[src/rtl/uart_sha256_host_if.sv]
// Bundle of the message stream, UART byte cores and job status signals around
// the SHA-256 host. The driver side sees "master", the host block sees "slave".
interface uart_sha256_host_if;
    logic         start;
    logic [7:0]   msg_data;
    logic         msg_valid;
    logic         msg_last;
    logic         msg_ready;
    logic         tx_start;
    logic [7:0]   tx_data;
    logic         tx_busy;
    logic [7:0]   rx_data;
    logic         rx_valid;
    logic         busy;
    logic         done;
    logic [255:0] digest;
    logic [1:0]   err;
    logic         trunc;

    modport master (
        output start, msg_data, msg_valid, msg_last, tx_busy, rx_data, rx_valid,
        input  msg_ready, tx_start, tx_data, busy, done, digest, err, trunc
    );

    modport slave (
        input  start, msg_data, msg_valid, msg_last, tx_busy, rx_data, rx_valid,
        output msg_ready, tx_start, tx_data, busy, done, digest, err, trunc
    );
endinterface

[src/rtl/uart_sha256_host.sv]
// Host-side job sequencer for the UART SHA-256 device: frames a message as
// START_BYTE <msg> TERM_BYTE towards the TX core, then gathers 64 ASCII hex
// digits from the RX core into a 256-bit digest.
module uart_sha256_host #(
    parameter logic [7:0]  START_BYTE     = 8'h01,
    parameter logic [7:0]  TERM_BYTE      = 8'hFF,
    parameter int unsigned TIMEOUT_CYCLES = 1_000_000
) (
    input logic                clk,
    input logic                rst_n,
    uart_sha256_host_if.slave  bus
);

    localparam int unsigned CntW = $clog2(TIMEOUT_CYCLES + 1);
    localparam logic [CntW-1:0] TmoLast = CntW'(TIMEOUT_CYCLES - 1);

    typedef enum logic [2:0] {
        StIdle,
        StSendCmd,
        StSendMsg,
        StSendTerm,
        StRecv,
        StFinish
    } state_e;

    state_e          state_q, state_d;
    logic            tx_start_q, tx_start_d;
    logic            guard_q;
    logic [7:0]      tx_data_q, tx_data_d;
    logic [255:0]    digest_q, digest_d;
    logic [1:0]      err_q, err_d;
    logic            trunc_q, trunc_d;
    logic            term_sent_q, term_sent_d;
    logic [6:0]      nib_cnt_q, nib_cnt_d;
    logic [CntW-1:0] tmo_cnt_q, tmo_cnt_d;
    logic            tx_can;
    logic            msg_ready;
    logic [4:0]      hex;

    // Returns {is_hex, nibble} for one ASCII character.
    function automatic logic [4:0] hex_decode(input logic [7:0] c);
        logic [7:0] t;
        if (c >= 8'h30 && c <= 8'h39) begin
            t = c - 8'h30;
            return {1'b1, t[3:0]};
        end else if (c >= 8'h61 && c <= 8'h66) begin
            t = c - 8'h57;
            return {1'b1, t[3:0]};
        end else if (c >= 8'h41 && c <= 8'h46) begin
            t = c - 8'h37;
            return {1'b1, t[3:0]};
        end
        return 5'b0;
    endfunction

    // TX may only fire when the core is idle and the pulse/guard window after
    // the previous tx_start has passed (busy lags tx_start in the core).
    assign tx_can = !bus.tx_busy && !tx_start_q && !guard_q;
    assign hex    = hex_decode(bus.rx_data);

    // Next-state and datapath updates for the job sequence.
    always_comb begin
        state_d     = state_q;
        tx_start_d  = 1'b0;
        tx_data_d   = tx_data_q;
        digest_d    = digest_q;
        err_d       = err_q;
        trunc_d     = trunc_q;
        term_sent_d = term_sent_q;
        nib_cnt_d   = nib_cnt_q;
        tmo_cnt_d   = tmo_cnt_q;
        msg_ready   = 1'b0;
        case (state_q)
            StIdle: begin
                if (bus.start) begin
                    state_d     = StSendCmd;
                    digest_d    = '0;
                    err_d       = 2'd0;
                    trunc_d     = 1'b0;
                    term_sent_d = 1'b0;
                    nib_cnt_d   = '0;
                    tmo_cnt_d   = '0;
                end
            end
            StSendCmd: begin
                if (tx_can) begin
                    tx_start_d = 1'b1;
                    tx_data_d  = START_BYTE;
                    state_d    = StSendMsg;
                end
            end
            StSendMsg: begin
                msg_ready = tx_can;
                if (bus.msg_valid && tx_can) begin
                    tx_start_d = 1'b1;
                    tx_data_d  = bus.msg_data;
                    // An in-message terminator ends the frame early; the device
                    // starts hashing there, so stop accepting bytes.
                    if (bus.msg_data == TERM_BYTE && !bus.msg_last) begin
                        trunc_d = 1'b1;
                        state_d = StRecv;
                    end else if (bus.msg_last) begin
                        state_d = StSendTerm;
                    end
                end
            end
            StSendTerm: begin
                if (!term_sent_q) begin
                    if (tx_can) begin
                        tx_start_d  = 1'b1;
                        tx_data_d   = TERM_BYTE;
                        term_sent_d = 1'b1;
                    end
                end else if (tx_can) begin
                    state_d = StRecv;
                end
            end
            StRecv: begin
                if (bus.rx_valid) begin
                    tmo_cnt_d = '0;
                    if (hex[4]) begin
                        digest_d  = {digest_q[251:0], hex[3:0]};
                        nib_cnt_d = nib_cnt_q + 7'd1;
                        if (nib_cnt_q == 7'd63) begin
                            state_d = StFinish;
                        end
                    end else begin
                        err_d   = 2'd1;
                        state_d = StFinish;
                    end
                end else if (tmo_cnt_q == TmoLast) begin
                    err_d   = 2'd2;
                    state_d = StFinish;
                end else begin
                    tmo_cnt_d = tmo_cnt_q + 1'b1;
                end
            end
            StFinish: begin
                state_d = StIdle;
            end
            default: begin
                state_d = StIdle;
            end
        endcase
    end

    // State and datapath registers.
    always_ff @(posedge clk or negedge rst_n) begin
        if (!rst_n) begin
            state_q     <= StIdle;
            tx_start_q  <= 1'b0;
            guard_q     <= 1'b0;
            tx_data_q   <= 8'h00;
            digest_q    <= '0;
            err_q       <= 2'd0;
            trunc_q     <= 1'b0;
            term_sent_q <= 1'b0;
            nib_cnt_q   <= '0;
            tmo_cnt_q   <= '0;
        end else begin
            state_q     <= state_d;
            tx_start_q  <= tx_start_d;
            guard_q     <= tx_start_q;
            tx_data_q   <= tx_data_d;
            digest_q    <= digest_d;
            err_q       <= err_d;
            trunc_q     <= trunc_d;
            term_sent_q <= term_sent_d;
            nib_cnt_q   <= nib_cnt_d;
            tmo_cnt_q   <= tmo_cnt_d;
        end
    end

    assign bus.msg_ready = msg_ready;
    assign bus.tx_start  = tx_start_q;
    assign bus.tx_data   = tx_data_q;
    assign bus.busy      = (state_q != StIdle);
    assign bus.done      = (state_q == StFinish);
    assign bus.digest    = digest_q;
    assign bus.err       = err_q;
    assign bus.trunc     = trunc_q;

endmodule
[src/flat_wrapper.sv]
// flat-port wrapper written by rule: the top's interface ports become plain ports
module uart_sha256_host_flat 
#(
    parameter logic [7:0]  START_BYTE     = 8'h01,
    parameter logic [7:0]  TERM_BYTE      = 8'hFF,
    parameter int unsigned TIMEOUT_CYCLES = 1_000_000
)
  (clk, rst_n, bus_start, bus_msg_data, bus_msg_valid, bus_msg_last, bus_tx_busy, bus_rx_data, bus_rx_valid, bus_msg_ready, bus_tx_start, bus_tx_data, bus_busy, bus_done, bus_digest, bus_err, bus_trunc);
  uart_sha256_host_if bus_i ();
  input logic clk;
  input logic rst_n;
  input wire logic [$bits(bus_i.start)-1:0] bus_start;
  input wire logic [$bits(bus_i.msg_data)-1:0] bus_msg_data;
  input wire logic [$bits(bus_i.msg_valid)-1:0] bus_msg_valid;
  input wire logic [$bits(bus_i.msg_last)-1:0] bus_msg_last;
  input wire logic [$bits(bus_i.tx_busy)-1:0] bus_tx_busy;
  input wire logic [$bits(bus_i.rx_data)-1:0] bus_rx_data;
  input wire logic [$bits(bus_i.rx_valid)-1:0] bus_rx_valid;
  output wire logic [$bits(bus_i.msg_ready)-1:0] bus_msg_ready;
  output wire logic [$bits(bus_i.tx_start)-1:0] bus_tx_start;
  output wire logic [$bits(bus_i.tx_data)-1:0] bus_tx_data;
  output wire logic [$bits(bus_i.busy)-1:0] bus_busy;
  output wire logic [$bits(bus_i.done)-1:0] bus_done;
  output wire logic [$bits(bus_i.digest)-1:0] bus_digest;
  output wire logic [$bits(bus_i.err)-1:0] bus_err;
  output wire logic [$bits(bus_i.trunc)-1:0] bus_trunc;
  assign bus_i.start = bus_start;
  assign bus_i.msg_data = bus_msg_data;
  assign bus_i.msg_valid = bus_msg_valid;
  assign bus_i.msg_last = bus_msg_last;
  assign bus_i.tx_busy = bus_tx_busy;
  assign bus_i.rx_data = bus_rx_data;
  assign bus_i.rx_valid = bus_rx_valid;
  assign bus_msg_ready = bus_i.msg_ready;
  assign bus_tx_start = bus_i.tx_start;
  assign bus_tx_data = bus_i.tx_data;
  assign bus_busy = bus_i.busy;
  assign bus_done = bus_i.done;
  assign bus_digest = bus_i.digest;
  assign bus_err = bus_i.err;
  assign bus_trunc = bus_i.trunc;
  uart_sha256_host #(.START_BYTE(START_BYTE), .TERM_BYTE(TERM_BYTE), .TIMEOUT_CYCLES(TIMEOUT_CYCLES)) u_core (.clk(clk), .rst_n(rst_n), .bus(bus_i));
endmodule
[config.mk]
export PLATFORM = sky130hd
export DESIGN_NAME = uart_sha256_host_flat
export DESIGN_NICKNAME = d
export VERILOG_FILES = /design/src/rtl/uart_sha256_host_if.sv /design/src/rtl/uart_sha256_host.sv /design/src/flat_wrapper.sv
export SDC_FILE = /design/constraint.sdc
export NUM_CORES = 1
export LEC_CHECK = 0
export CORE_UTILIZATION = 45
export CTS_CLUSTER_DIAMETER = 80
export CTS_CLUSTER_SIZE = 16
export DETAILED_ROUTE_END_ITERATION = 8
export GPL_TIMING_DRIVEN = 0
export HOLD_SLACK_MARGIN = 0.03
export PLACE_DENSITY = 0.82
export SLEW_MARGIN = 20
export SYNTH_ARGS = -nofsm -noshare
export SYNTH_HDL_FRONTEND = slang
export SYNTH_SLANG_ARGS = --single-unit
[constraint.sdc]
create_clock -name clk -period 2.1 [get_ports clk]
set_input_delay 0.21 -clock clk [delete_from_list [all_inputs] [get_ports clk]]
set_output_delay 0.21 -clock clk [all_outputs]
set_load 0.01 [all_outputs]
==> impl_metrics.tcl <==
set metrics [dict create \
    outcome "finished, final reports clean" \
    cp.arrival_ns 2.48 \
    min_to "u_core.bus.digest[1]" \
    clkSinkCount 300 \
    syn-mean-instance-area_um2 11.0 \
    tritoncts.num_buffers 22 \
    finalWeightedCongestion 0.876 \
    synth_edf_count 0 \
    viasPerCell 5.21 \
    report.final.slew_viol_count 0 \
    post_synth_main_area_contributors "sky130_fd_sc_hd__dfrtp_1 (55%), sky130_fd_sc_hd__mux2i_1 (9.9%), sky130_fd_sc_hd__mux2_4 (7.0%), sky130_fd_sc_hd__mux2_2 (4.9%), sky130_fd_sc_hd__nand2_1 (4.4%)" \
    synthesis.yosys.warnings 0 \
    maxSlewHeadroom_pct 59.7 \
    n_antenna_cell 0 \
    crit_required_ns 2.50 \
    detailedPlacementHpwl_mm 25.3 \
    yosys.cell_types.count 53 \
    worst-slew-pin-transition_ns 0.604 \
    grt_pass1_wl_mm 56.8 \
    ctsRootBufferMaster "sky130_fd_sc_hd__clkbuf_16" \
    first_pass_iters 5 \
    maxCapViolCount 0 \
    ant_nets 0 \
    global_route.usage.total_pct 23.0 \
    vias 10200 \
    final_setup_violation_count 0 \
    tritoncts "built" \
    crit_path_max_fanout 10 \
    number_of_antenna_violations_at_the_first_check_in_global_routing 0 \
    core_area_um2 29800 \
    dpl_worst_slack_ns -1.36 \
    synth_ff_type "sky130_fd_sc_hd__dfrtp_1" \
    clock_insertion_delay_at_the_later_pin_of_the_skew_report_ns 0.52 \
    fin_nets 1606 \
    deepest_level_of_the_cts_h_tree 1 \
    worstRegToRegCells 8 \
    placement.io_buffers 293 \
    routed_wire_length_per_instance_um 18.8 \
    crit_path_cell_trace "buf_6 > or2_4 > nor2_4 > and2_1 > buf_8 > buf_4 > nor2_1 > mux2_4" \
    grt_start_max_net_pins 100 \
    timing.final.ws_setup_ns 0.0241 \
    floorplan.initialDensity_pct 46.0 \
    startpoint_types "register" \
    synth_fp_nets 1270 \
    fp.dieW_um 176 \
    detail_route.iter0.violations 691 \
    max_clock_freq_mhz 482 \
    critPathLaunch "u_core.state_q[0]" \
    clock_input_transition_at_the_sequential_cells_of_the_worst_setup_and_hold_paths_ns 0.08 \
    min_from "bus_rx_data[1]" \
    leakagePower_nw 9.17 \
    path_class "reg2reg" \
    row_count 63 \
    yosys.area.top_type_share_pct 54.8 \
    timing.hold.worst_path_depth 3 \
    critical_path.reg2reg.startpoint "u_core.state_q[0]" \
    crit_slowest_cell "sky130_fd_sc_hd__dfrtp_1" \
    timing.reg2reg.setup_slack_ns 0.02 \
    cts_buffer_depth 3 \
    fin_skew_ns 0.00935 \
    worst_path_bufs_invs 3 \
    min_path_type "in2reg" \
    cell_family_with_most_cp_delay "simple AND/OR/NAND/NOR gates" \
    die-area_um2 31100 \
    power_density_over_the_cells_nw_per_um2 735 \
    grt-ovfl-total 0 \
    dominant_cell_type_by_area_after_synthesis "sky130_fd_sc_hd__dfrtp_1" \
    cp_slowest_stage_delay_ns 0.42 \
    layout-area-overhead-vs-synth_pct 34.5 \
    r2r_end "u_core.bus.digest[204]" \
    fraction_of_the_yosys_area_taken_by_sequential_cells_pct 54.8 \
    drive_above_1_share_pct 16.2 \
    mappedNetlistArea_um2 13700 \
    postSynthRegisterBits 300 \
    layout_worst_path_cycle_share_pct 98.9 \
    timing_hold_violations_final 0 \
    async_reset_ff_share_pct 100 \
    totalWireLength_mm 36.9 \
    crit_path_end_kind "register" \
    syn-instance-count 1241 \
    minimum_clock_period_ns 2.08 \
    pin_count 294 \
    total_power_mw 13.5 \
    first_global_vias 10200 \
    hold_slack_ns 0.128 \
    final.setup.tns_ns 0 \
    ir_drop_mv 0.605 \
    post-route-drc-count 0 \
    die_h_um 176 \
]
[registers in the layout, summed over array words and instances (netlist names)]
name and count:
u_core.guard_q 1, u_core.bus.digest 256, u_core.bus.trunc 1, u_core.bus.err 2, u_core.bus.tx_data 8, u_core.bus.tx_start 1, u_core.state_q 3, u_core.nib_cnt_q 7
u_core.tmo_cnt_q 20, u_core.term_sent_q 1
[kinds of logic after synthesis]
kind of cell | after synthesis | share of synthesized area, %
AND/OR/NAND/NOR | 391 | 12.5
flip-flops | 300 | 54.8
adder cells (fa/ha/maj) | 6 | 0.548
buffers and inverters | 205 | 6.28
AO/OA/AOI/OAI | 69 | 3.32
XOR/XNOR | 11 | 0.703
multiplexers | 259 | 21.8
[cell usage in the layout (no fill, tap or decap), types with 7 or more instances in the layout]
master	Yosys	layout
sky130_fd_sc_hd__mux2_4	64	64
sky130_fd_sc_hd__clkbuf_4	0	10
sky130_fd_sc_hd__mux2_2	60	60
sky130_fd_sc_hd__buf_4	1	20
sky130_fd_sc_hd__nand4_1	13	13
sky130_fd_sc_hd__a21oi_1	15	15
sky130_fd_sc_hd__inv_1	135	133
sky130_fd_sc_hd__buf_8	0	8
sky130_fd_sc_hd__clkbuf_2	0	9
sky130_fd_sc_hd__o21ai_0	28	28
sky130_fd_sc_hd__nor2_1	143	139
sky130_fd_sc_hd__nand2_1	159	158
sky130_fd_sc_hd__nand3_1	11	9
sky130_fd_sc_hd__or4_1	9	9
sky130_fd_sc_hd__clkdlybuf4s50_1	0	286
sky130_fd_sc_hd__o31ai_1	8	8
sky130_fd_sc_hd__xnor2_1	7	7
sky130_fd_sc_hd__clkbuf_1	38	15
sky130_fd_sc_hd__and3_1	9	9
sky130_fd_sc_hd__mux2i_1	135	134
sky130_fd_sc_hd__dfrtp_1	300	297
sky130_fd_sc_hd__nor3_1	9	8
sky130_fd_sc_hd__clkbuf_16	0	27
sky130_fd_sc_hd__buf_6	8	8
sky130_fd_sc_hd__buf_12	0	7
[layer usage]
layer	vias to the layer above	GRT usage [%]	part of all wire, %
li1	4734	-	-
met1	5097	30.0	42
met2	372	38.7	48
met3	45	5.34	7.6
met4	0	5.35	2.0
met5	-	0	0
[metrics by stage]
stage               instances  area, um2  utilization, %
detailed placement       1927      17200            57.9
global route             1967      18400            61.8
global placement         1924      17200            57.6
CTS                      1960      18200            61.0
finish                   1967      18400            61.8
floorplan                1241      13700               -
[synthesized netlist by cell type, drive strengths merged, types with 3 or more instances]
| cell type | count |
|---|---|
| or2 | 3 |
| dfrtp | 300 |
| o21ai | 28 |
| mux2i | 135 |
| clkbuf | 38 |
| ha | 6 |
| nor4 | 4 |
| a31oi | 3 |
| or4 | 9 |
| mux2 | 124 |
| xor2 | 4 |
| inv | 135 |
| and3 | 9 |
| or3 | 6 |
| o31ai | 8 |
| nor2 | 143 |
| and2 | 3 |
| xnor2 | 7 |
| a21oi | 15 |
| nand4 | 13 |
| buf | 32 |
| nand2 | 159 |
| nor3 | 9 |
| nor3b | 3 |
| nand2b | 3 |
| and3b | 4 |
| nand3 | 11 |
| o211ai | 3 |
[worst max path at each step]
stage | end | cells after the start | slack [ns]
6_report | u_core.bus.digest[204] | 8 | 0.02
5_1_grt | u_core.bus.digest[204] | 8 | -0.03
4_1_cts | u_core.tmo_cnt_q[15] | 7 | 0.002
3_5_place_dp | u_core.bus.digest[49] | 11 | -1.36
3_3_place_gp | u_core.bus.digest[102] | 1 | -12.05
2_1_floorplan | u_core.bus.digest[12] | 10 | 0.003
[final cells by class]
cell class | count | area, um2
flip-flops and latches | 300 | 7510
plain buffers | 68 | 577
repair buffers | 314 | 3290
inverters | 135 | 509
well taps | 390 | 488
multi-input cells | 736 | 5450
clock buffers | 22 | 551
fillers | 2329 | 11400
clock inverters | 2 | 46.3
[where the power goes]
group          total [mW]  internal (mW)  switching, mW
sequential           6.46           6.12          0.347
combinational        3.09           1.22           1.87
clock                3.99           2.00           2.00
total                13.5           9.34           4.21
[worst min-delay path: cells and delay by family]
kind	cells	cell delay, ns
multiplexers	2	0.24
buffers and inverters	1	0.15
[what timing repair did]
action                                  in CTS  in global routing
gates cloned                                 2                  5
hold endpoints to repair                   201                  0
gates resized for setup                     81                 60
buffers inserted                             8                  2
hold buffers                                 1                  0
pin swaps                                    3                  3
endpoints found under the setup margin     291                226
(Power assumes the default switching activity.)
==> RTL edit, RTL diff (config.mk and constraints unchanged) <==
Encoding of `state_e`: now one-hot (6 bits for 6 states).
--- a/src/rtl/uart_sha256_host.sv
+++ b/src/rtl/uart_sha256_host.sv
@@ -14,13 +14,13 @@
     localparam int unsigned CntW = $clog2(TIMEOUT_CYCLES + 1);
     localparam logic [CntW-1:0] TmoLast = CntW'(TIMEOUT_CYCLES - 1);
 
-    typedef enum logic [2:0] {
-        StIdle,
-        StSendCmd,
-        StSendMsg,
-        StSendTerm,
-        StRecv,
-        StFinish
+    typedef enum logic [5:0] {
+        StIdle     = 6'b000001,
+        StSendCmd  = 6'b000010,
+        StSendMsg  = 6'b000100,
+        StSendTerm = 6'b001000,
+        StRecv     = 6'b010000,
+        StFinish   = 6'b100000
     } state_e;
 
     state_e          state_q, state_d;
Check against the original RTL: no difference found for any inputs over 4 cycles, from zero or initial values and one cycle with rst_n low; so few cycles prove little.
==> RTL edit against the original RTL <==
  * The flow now finishes with violations (setup timing)
  * Routed wire length fell by 5.0%
  * Maximum frequency fell by 17%
  * Worst setup slack got worse by 0.42 ns
  * Critical path depth fell by 1
  * Sequential cell count increased by 3
  * Design area fell by 6.4%
  * Sequential power shrank 6.0%
  * Power decreased by 11%
  * Area after synthesis down 7.7%
  * Critical path type unchanged
  * Largest power group unchanged
==> RTL edit: results (changes against the original RTL) <==
stage,metric,value,unit,change
status,status,finished with violations,,was completed
status,failing checks,setup timing,,
global_route,vias in the first global route,10600,,was 10200
cts,total CTS buffers,22,,unchanged
timing,worst slew pin tran,0.917,ns,was 0.604 ns
timing,Worst Skew,0.0115,ns,was 0.00935 ns
synthesis,complex-gate fraction of the synthesized area,0.0422,,was 0.0332
synthesis,multiplexer share of the synthesized area,0.00396,,was 0.218
cts,clock slew at reported path FFs,0.07,ns,
synthesis,Post-Syn Nets,1424,,was 1270
synthesis,post-synth cell types,58,,was 53
drt,DRC violation total after the first TritonRoute iteration,992,,was 691
worst_setup_path,FF-to-FF Start,u_core.tmo_cnt_q[8],,was u_core.state_q[0]
cells_and_area,Nets,1760,,was 1606
power,Leak,8.59,nW,was 9.17 nW
placed_design,HPWL Detailed,24.8,mm,was 25.3 mm
timing,final setup margin,-0.400,ns,was 0.0241 ns
cells_and_area,max reg flops,256,,unchanged
drt,drt first pass iters,6,,was 5
worst_setup_path,Crit. End Element,flop,,unchanged
global_route,largest net degree at the start of global routing,95,,was 100
synthesis,post-synthesis adder-cell area fraction,0.00594,,was 0.00548
cells_and_area,final-layout fill cell count,2180,,was 2329
worst_setup_path,delay of the slowest critical-path stage,0.60,ns,was 0.42 ns
cells_and_area,share of cells above drive strength 1,0.0890,,was 0.162
cts,clock tree buffer depth,3,,unchanged
timing,final setup fails,286,,was 0
synthesis,top_reg_cell synth,dfrtp_1,,unchanged
worst_setup_path,Startpoint Class,flop,,unchanged
power,internal power,8.63,mW,was 9.34 mW
placed_design,dpl ws,-1.45,ns,was -1.36 ns
worst_setup_path,Reg-to-Reg End,u_core.tmo_cnt_q[19],,was u_core.bus.digest[204]
cts,"Clk Latency, worst-skew pair",0.52,ns,about the same
placed_design,number of port buffers,293,,unchanged
global_route,GRT Util Overall,0.238,,was 0.230
worst_setup_path,r2r worst-path depth,7,,was 8
cts,CTS root buffer,clkbuf_16,,unchanged
timing,final worst path period share,1.19,,was 0.989
synthesis,synth top area cells,"dfrtp_1, nand2_1, nand3_1",,"was dfrtp_1, mux2i_1, mux2_4"
power,VDD IR max,717,uV,was 605 uV
synthesis,Async SR Flop Fraction,1.00,,unchanged
hold_path,Hold Crit Class,in2async,,was in2reg
synthesis,Synth Area in XOR/XNOR,0.00485,,was 0.00703
synthesis,Synth top cells by count,"nand2_1, dfrtp_1, nand3_1, clkbuf_1, a21oi_1",,"was dfrtp_1, nand2_1, nor2_1, inv_1, mux2i_1"
cells_and_area,antenna diode count,0,,unchanged
global_route,first-pass GRT wire length,55.4,mm,was 56.8 mm
placed_design,gp weighted congestion,0.882,,was 0.876
drt,wire per inst,16.7,um,was 18.8 um
worst_setup_path,CP max-delay cell,or4_4,,was dfrtp_1
worst_setup_path,"Max FO, Critical Path",7,,was 10
drt,vias per std cell,5.32,,was 5.21
global_route,initial antenna violation count,0,,unchanged
synthesis,sequential share of the synthesized area,0.600,,was 0.548
-- RTL edit: metal layers --
layer  part of all wire  global-route usage  vias up  wire, um
li1                   -                   -     5298         -
met1               0.43               0.325     5415     15100
met2               0.47               0.389      425     16600
met3              0.075              0.0513       48      2630
met4              0.019              0.0544        0       669
met5                  0                   0        -         0
-- RTL edit: what timing repair did --
item | in CTS | in global routing
buffers inserted | 5 | 9
resized for setup | 84 | 36
gates cloned | 0 | 1
hold buffers | 1 | 0
endpoints found under the hold margin | 54 | 0
setup endpoints to repair | 302 | 302
pin swaps | 5 | 12
-- RTL edit: power by group through the flow --
stage | logic (mW) | clock network [mW] | registers [mW]
floorplan | 1.01 | 0 | 6.18
global placement | 1.78 | 0 | 6.15
detailed placement | 1.83 | 0 | 6.15
CTS | 1.94 | 3.98 | 6.05
global route | 2.35 | 4.18 | 6.08
finish | 2.15 | 3.88 | 6.07
-- RTL edit: stage by stage --
step	power, mW	hold WS, ns	instance area (um^2)	TNS (ns)	cells
2_1_floorplan	7.19	-0.0856	12600	-2.99	1395
3_5_place_dp	7.98	0.159	16100	-347.61	2063
4_1_cts	12.0	0.217	17000	-48.47	2093
3_3_place_gp	7.93	0.406	16000	-3899.35	2060
6_report	12.1	0.206	17200	-49.81	2103
5_1_grt	12.6	0.231	17200	-77.63	2103
-- RTL edit: cell type report --
type                       instances  area, um^2  share of cell area
clock buffer                      24         579              0.0336
timing repair buffer             312        3170               0.184
sequential                       303        7590               0.440
inverter                           9        33.8             0.00196
multi-input combinational        989        4850               0.281
buffer                            94         547              0.0317
tap                              372         465              0.0270
-- RTL edit: critical path, delay by kind of cell (launching register included) --
family	cells	cell delay (ns)
AO/OA/AOI/OAI	3	0.55
buffers and inverters	2	0.31
flip-flops	1	0.41
AND/OR/NAND/NOR	2	1.14
